==> config.mk <==
export PLATFORM = sky130hd
export DESIGN_NAME = inst_fetch_unit
export DESIGN_NICKNAME = d
export VERILOG_FILES = /design/src/rtl/inst_fetch_unit.sv
export SDC_FILE = /design/constraint.sdc
export NUM_CORES = 1
export LEC_CHECK = 0
export ABC_AREA = 1
export CAP_MARGIN = 40
export CELL_PAD_IN_SITES_DETAIL_PLACEMENT = 1
export CELL_PAD_IN_SITES_GLOBAL_PLACEMENT = 2
export CORE_ASPECT_RATIO = 1.1
export CORE_MARGIN = 4
export CORE_UTILIZATION = 20
export DETAILED_ROUTE_END_ITERATION = 10
export PLACE_DENSITY_LB_ADDON = 0.15
export SKIP_LAST_GASP = 1
export SLEW_MARGIN = 5
export SYNTH_ARGS = -nofsm -noshare
export SYNTH_HDL_FRONTEND = slang
export SYNTH_SLANG_ARGS = --single-unit
==> constraint.sdc <==
create_clock -name clk -period 1.4 [get_ports clk]
set_input_delay 0.28 -clock clk [delete_from_list [all_inputs] [get_ports clk]]
set_output_delay 0.28 -clock clk [all_outputs]
set_load 0.01 [all_outputs]
==> src/rtl/inst_fetch_unit.sv <==
// Multi-cycle instruction fetch stage sitting between the PC register and decode.
// Issues one instruction-memory read per PC value, holds the returned word for
// decode, and pulses pc_update once per consumed instruction. It also handles
// redirect flushes, misaligned PCs and bus-response timeouts.
//
// Ports:
//   clk, rst          rising-edge clock, synchronous active-high reset
//   pc                current PC-register value
//   pc_update         PC-register write enable, one cycle per consumed instruction
//   flush             redirect; discards held or in-flight fetch
//   imem_req_*        read request channel (valid/ready/addr)
//   imem_rsp_*        read response channel (valid/data/err)
//   inst_valid/ready  handshake to decode
//   inst, inst_pc     instruction word and the address it came from
//   fetch_fault       inst is invalid (misaligned, bus error or timeout)
module inst_fetch_unit #(
    parameter int unsigned TIMEOUT = 255,
    parameter int unsigned CNT_W   = 8
) (
    input  logic        clk,
    input  logic        rst,
    input  logic [31:0] pc,
    output logic        pc_update,
    input  logic        flush,
    output logic        imem_req_valid,
    input  logic        imem_req_ready,
    output logic [31:0] imem_req_addr,
    input  logic        imem_rsp_valid,
    input  logic [31:0] imem_rsp_data,
    input  logic        imem_rsp_err,
    output logic        inst_valid,
    input  logic        inst_ready,
    output logic [31:0] inst,
    output logic [31:0] inst_pc,
    output logic        fetch_fault
);

    localparam logic [1:0] S_IDLE = 2'd0;
    localparam logic [1:0] S_REQ  = 2'd1;
    localparam logic [1:0] S_WAIT = 2'd2;
    localparam logic [1:0] S_FULL = 2'd3;

    localparam logic [CNT_W-1:0] CNT_LAST = CNT_W'(TIMEOUT - 1);

    logic [1:0]       state_q, state_d;
    logic [31:0]      inst_q, inst_d;
    logic [31:0]      inst_pc_q, inst_pc_d;
    logic             fault_q, fault_d;
    logic             drop_q, drop_d;
    logic [CNT_W-1:0] cnt_q, cnt_d;

    logic misaligned;
    logic timeout_hit;
    logic discard;

    assign misaligned  = (pc[1:0] != 2'b00);
    assign timeout_hit = (cnt_q == CNT_LAST);
    // A flush arriving with the response still invalidates that response.
    assign discard     = drop_q | flush;

    assign imem_req_addr = pc;
    assign inst          = inst_q;
    assign inst_pc       = inst_pc_q;
    assign fetch_fault   = fault_q;

    // Next-state and handshake logic
    always_comb begin
        state_d        = state_q;
        inst_d         = inst_q;
        inst_pc_d      = inst_pc_q;
        fault_d        = fault_q;
        drop_d         = drop_q;
        cnt_d          = cnt_q;
        imem_req_valid = 1'b0;
        inst_valid     = 1'b0;
        pc_update      = 1'b0;

        case (state_q)
            S_IDLE: begin
                state_d = S_REQ;
            end

            S_REQ: begin
                if (misaligned) begin
                    // A flush means pc is about to change; re-evaluate next cycle.
                    if (!flush) begin
                        state_d   = S_FULL;
                        inst_d    = 32'd0;
                        inst_pc_d = pc;
                        fault_d   = 1'b1;
                    end
                end else begin
                    imem_req_valid = 1'b1;
                    if (imem_req_ready) begin
                        inst_pc_d = pc;
                        cnt_d     = '0;
                        drop_d    = flush;
                        state_d   = S_WAIT;
                    end
                end
            end

            S_WAIT: begin
                cnt_d = cnt_q + CNT_W'(1);
                if (imem_rsp_valid || timeout_hit) begin
                    if (discard) begin
                        drop_d  = 1'b0;
                        state_d = S_REQ;
                    end else begin
                        inst_d  = imem_rsp_valid ? imem_rsp_data : 32'd0;
                        fault_d = imem_rsp_valid ? imem_rsp_err : 1'b1;
                        state_d = S_FULL;
                    end
                end else if (flush) begin
                    drop_d = 1'b1;
                end
            end

            S_FULL: begin
                inst_valid = !flush;
                if (flush) begin
                    state_d = S_REQ;
                end else if (inst_ready) begin
                    pc_update = 1'b1;
                    state_d   = S_REQ;
                end
            end

            default: begin
                state_d = S_IDLE;
            end
        endcase
    end

    // State and payload registers
    always_ff @(posedge clk) begin
        if (rst) begin
            state_q   <= S_IDLE;
            inst_q    <= 32'd0;
            inst_pc_q <= 32'd0;
            fault_q   <= 1'b0;
            drop_q    <= 1'b0;
            cnt_q     <= '0;
        end else begin
            state_q   <= state_d;
            inst_q    <= inst_d;
            inst_pc_q <= inst_pc_d;
            fault_q   <= fault_d;
            drop_q    <= drop_d;
            cnt_q     <= cnt_d;
        end
    end

endmodule

* After elaboration in Yosys (flattened, before gate mapping) *
Index checks and enable logic that the tools add are counted.

word-level totals
  input port bits = 71
  output and inout port bits = 100
  flip-flop bits (word level) = 76

cells by class
  reduce and logical (&&, ||, !) cells = 11
  $add $sub $neg = 1
  bitwise operators = 1
  eq/ne operators = 16
  muxes and demuxes = 38

operators with widths
  kind                                                              number
  32-bit 2-to-1 mux                                                 8
  32-bit one-hot mux with 2 select lines                            1
  1-bit 2-to-1 mux                                                  16
  8-bit 2-to-1 mux                                                  2
  8-bit one-hot mux with 2 select lines                             1
  3-bit inequality test (second input constant)                     5
  2-bit 2-to-1 mux                                                  7
  2-bit inequality test (second input constant)                     7
  5-bit AND reduction                                               2
  8-bit by 1-bit adder with 8-bit output (second input constant)    1
  8-bit == test (second input constant)                             1
  2-bit one-hot mux with 4 select lines                             1
  3-bit AND reduction                                               2
  2-bit nonzero test                                                3
  2-bit == test (second input constant)                             2
  1-bit one-hot mux with 2 select lines                             2
  4-bit AND reduction                                               1
  2-bit by 1-bit == test with 1-bit output (second input constant)  1
  2-bit zero test                                                   1
  1-bit zero test                                                   1
  1-bit logical OR                                                  1
  1-bit OR                                                          1

* Depth between registers and ports, before layout *
  depth after elaboration = 4
  mapped depth = 11
  mapped depth without buffers = 10

* Worst setup path after synthesis *
No wires, ideal clock.

  path type = reg-to-reg
  from = register state_q[0]
  to = register fault_q, in the netlist fetch_fault
  path slack = -0.131 ns
  required time = 1.287 ns
  buffers on the path = 3
  arrival time = 1.418 ns
  cell stages (with the launch flop) = 11
  cell sequence = dfxtp_1 > inv_1 > ha_1 > buf_4 > nand3_2 > o21ai_1 > and2_4 > buf_6 > buf_6 > a21oi_2 > nor2_1

between the ends
  word-level cells in the longest chain between the ends = 3
  elaborated cells between the ends (all ways) = 9
  classes of those cells = eq/ne (6); mux (1); reduce/logical (2)

RTL lines
  element                                                                              RTL line  RTL
  start: declaration                                                                   45        logic [1:0] state_q, state_d;
  start signal: assignment                                                             145       state_q <= state_d;
  2-bit == test / 2-bit by 1-bit == test with 1-bit output (equally long branches)     78        case (state_q)
  2-bit inequality test (no source line) / 2-bit nonzero test (equally long branches)  --
  5-bit AND reduction (no source line)                                                 --
  end signal: assignment                                                               148       fault_q <= fault_d;
  end: declaration                                                                     48        logic fault_q, fault_d;

Parallel ways exist; a longest one is shown, timed or not.
A chain may end at the register's enable or synchronous reset.

* Final worst setup path *
  from = register state_q[0]
  to = register inst_q[17], in the netlist inst[17]

between the ends
  word-level cells in the longest chain between the ends = 3
  elaborated cells between the ends (all ways) = 9
  classes of those cells = eq/ne (6); mux (1); reduce/logical (2)

RTL lines
  element                                                                              RTL line  RTL
  2-bit == test / 2-bit by 1-bit == test with 1-bit output (equally long branches)     78
  2-bit inequality test (no source line) / 2-bit nonzero test (equally long branches)  --
  5-bit AND reduction (no source line)                                                 --
  end signal: assignment                                                               146       inst_q <= inst_d;
  end: declaration                                                                     46        logic [31:0] inst_q, inst_d;

Parallel ways exist; a longest one is shown, timed or not.

==> metrics.yaml <==
rsz0062_at_grt: "true"
layout_common_cells: "nand2_1, dlygate4sd2_1, dfxtp_1, buf_4, clkdlybuf4s50_1"
syn_area_mm2: 0.00384
cts-root-buf: "clkbuf_16"
crit_path_start_kind: "register"
die_area_mm2: 0.0215
violations: "negative setup slack"
seqPwrFrac_pct: 23.5
p_clk_share_pct: 16.1
dp_hpwl_mm: 10.5
drc: 0
finalClockSkew_ns: 0.00859
critPathArrivalTime_ns: 1.84
relSlewSlack_pct: 69.5
yosysTopAreaCell: "dfxtp_1"
crit_fanout: 9
hold_path_class: "reg -> reg"
place_ws_ns: -0.460
p_per_area_mw_per_mm2: 1900
synthTopCellsByArea: "dfxtp_1, nand2_1, nand3_1, a21oi_2, buf_4"
synth_top_area_share_pct: 39.6
r2r_slack_ns: -0.21
cts_buffers: 9
io_buffers: 170
power_leakage_uw: 0.00326
synth_cell_types: 26
r2r-end: "inst[17]$_SDFFE_PP0P_"
final-seq-area_mm2: 0.00153
ctsLongestPathBuffers: 2
n_antenna_cell: 0
setup_violations: 78
drtIter0Drc: 127
hold_viol: 0
syn_nets: 597
grt_pass1_wl_mm: 25.5
maxCapViolCount: 0
final_cell_count_no_fill: 1005
drive_above_1_share_pct: 35.7
p_int_uw: 8690
final_nets: 834
nFillCells: 2180
cts_hold_buf: 0
synthMuxAreaShare_pct: 0
pin_count: 171
die_height_um: 153
cp-end-kind: "register"
die_x_um: 140
clk_pin_slew_worst_paths_ns: 0.06
crit_family: "buffers and inverters"
dp_cells: 951
switchingPower_uw: 5400
start_util_pct: 20.6
grt_max_degree: 34
cts_tree: "built"
ant_nets: 0
cts.sinks: 76
r2r_start: "state_q[0]$_SDFFE_PP0P_"
path_depth: 9
p_total_uw: 14100
min_from: "inst_pc[7]$_SDFFE_PP0P_"
synth_fa_ha_area_share_pct: 1.63
worst_pin_slew_ns: 0.458
synthSimpleGateAreaFrac_pct: 30.4
fmax_mhz: 622
cts_max_level: 3
multi_input_area_mm2: 0.00212
crit_type: "reg -> reg"
ir_worst_vdd_mv: 0.731
layout_setup_ws_ns: -0.208
avgRoutedWirePerCell_um: 16.1
wl_mm: 16.2
synth_cells: 521
path_cells: "inv_2 -> ha_4 -> buf_6 -> inv_4 -> nor2_4 -> nand2_8 -> buf_16 -> a21oi_1 -> nor2_1"
avgSynthCellArea_um2: 7.38
path_buf_inv: 4
crit_required_ns: 1.63
final_common_cell: "nand2_1"
antenna_found_initial: 0
gp_congestion: 0.732
p_sw_share_pct: 38.3
fp.coreArea_mm2: 0.0187
whs_ns: 0.462
critPathLaunch: "state_q[0]$_SDFFE_PP0P_"
grt_pass1_vias: 4753
synth_compound_area_share_pct: 13.3
fin_crit_ns: 1.61
p_comb_share_pct: 60.4
synth_xor_area_share_pct: 0
viasPerCell: 4.34
area_delta_synth_final_pct: 92.9
firstDrtPassIters: 4
clkLatencyLatePin_ns: 0.35
hold_path_end: "inst_pc[7]$_SDFFE_PP0P_"
grt.total_usage_pct: 14.7
slew_viol_final: 0
yosys_warnings: 0
synth_seq_area_share_pct: 39.6
synth_top_family_by_area: "simple AND/OR/NAND/NOR gates"
rr_worst_depth: 9
finalCritPeriodShare_pct: 115
grt_overflow_total: 0
vias: 4365
status: "complete, but fails checks"
slowest_stage: "dfxtp_4"
slowest_delay_ns: 0.36
synth-seq-cells: 76
min_path_cells: 2
num_rows: 52
tightest hold or removal path: stages (launching register included):
cell and delay [ns]:
dfxtp_1 0.31, nand2_1 0.06, a21oi_1 0.05
metal layers:
layer	part of all wire [%]	GRT usage (%)	vias to the layer above
met5	0	0	-
met4	1.2	3.23	0
met2	52	26.1	111
li1	-	-	2156
met1	41	17.2	2086
met3	5.7	4.78	12
registers in the layout, indices dropped and copies added, names as in the netlist:
| register | flops |
|---|---|
| inst_pc | 32 |
| state_q | 2 |
| inst | 32 |
| drop_q | 1 |
| cnt_q | 8 |
| fetch_fault | 1 |
final cells by class:
class | instances | area share, %
well taps | 243 | 4.10
clock inverters | 4 | 0.337
flip-flops and latches | 76 | 20.6
clock buffers | 11 | 3.41
multi-input cells | 355 | 28.7
repair buffers | 294 | 41.6
inverters | 22 | 1.32
power by group through the flow:
stage,registers [uW],clock network [uW],logic [uW]
finish,3310,2260,8510
global route,3410,2450,9260
detailed placement,3360,0,6360
CTS,3320,2350,8170
floorplan,3590,0,3270
global placement,3330,0,6230
cells in the mapped netlist:
cell	number
inv_2	4
nor3_1	1
a21oi_2	30
nor2_2	1
buf_2	18
buf_4	34
buf_8	1
o21ai_0	4
nand2_2	4
nand4_1	6
and2_4	1
nor2_4	1
buf_12	3
dfxtp_1	76
inv_1	18
a21oi_1	45
buf_6	4
nand3_1	73
nand2_4	1
nand3_2	2
nand2_1	127
or2_2	1
nor2_1	52
o21ai_1	1
clkbuf_1	8
ha_1	5
repair_timing:
action                                  in CTS  in global routing
endpoints found under the setup margin     176                 79
cloned                                      14                  5
pin swaps                                   21                 21
gates resized for setup                    205                 63
buffers inserted                            19                  2
worst max-delay path by stage:
| stage | endpoint | slack [ns] |
|---|---|---|
| 6_report | inst[17]$_SDFFE_PP0P_ | -0.21 |
| 5_1_grt | inst[12]$_SDFFE_PP0P_ | -0.27 |
| 4_1_cts | pc_update | -0.20 |
| 3_5_place_dp | pc_update | -0.46 |
| 3_3_place_gp | pc_update | -0.46 |
| 2_1_floorplan | fetch_fault$_SDFFE_PP0P_ | -0.07 |
cell families (layout without fill, tap and decap cells):
kind of cell | Yosys count | in the layout
buffers and inverters | 90 | 331
and+or+nand+nor | 270 | 270
adders and majority gates | 5 | 5
AOI/OAI and AO/OA | 80 | 80
DFF | 76 | 76
metrics by stage:
stage | cell area, um2 | TNS, ns | utilization, %
after floorplan | 3890 | -1.74 | -
after global placement | 6110 | -35.31 | 32.7
after detailed placement | 6110 | -35.72 | 32.7
after CTS | 7090 | -7.04 | 38.0
after global routing | 7410 | -13.70 | 39.7
final | 7410 | -7.47 | 39.7
Power figures use the tool's default switching activity.
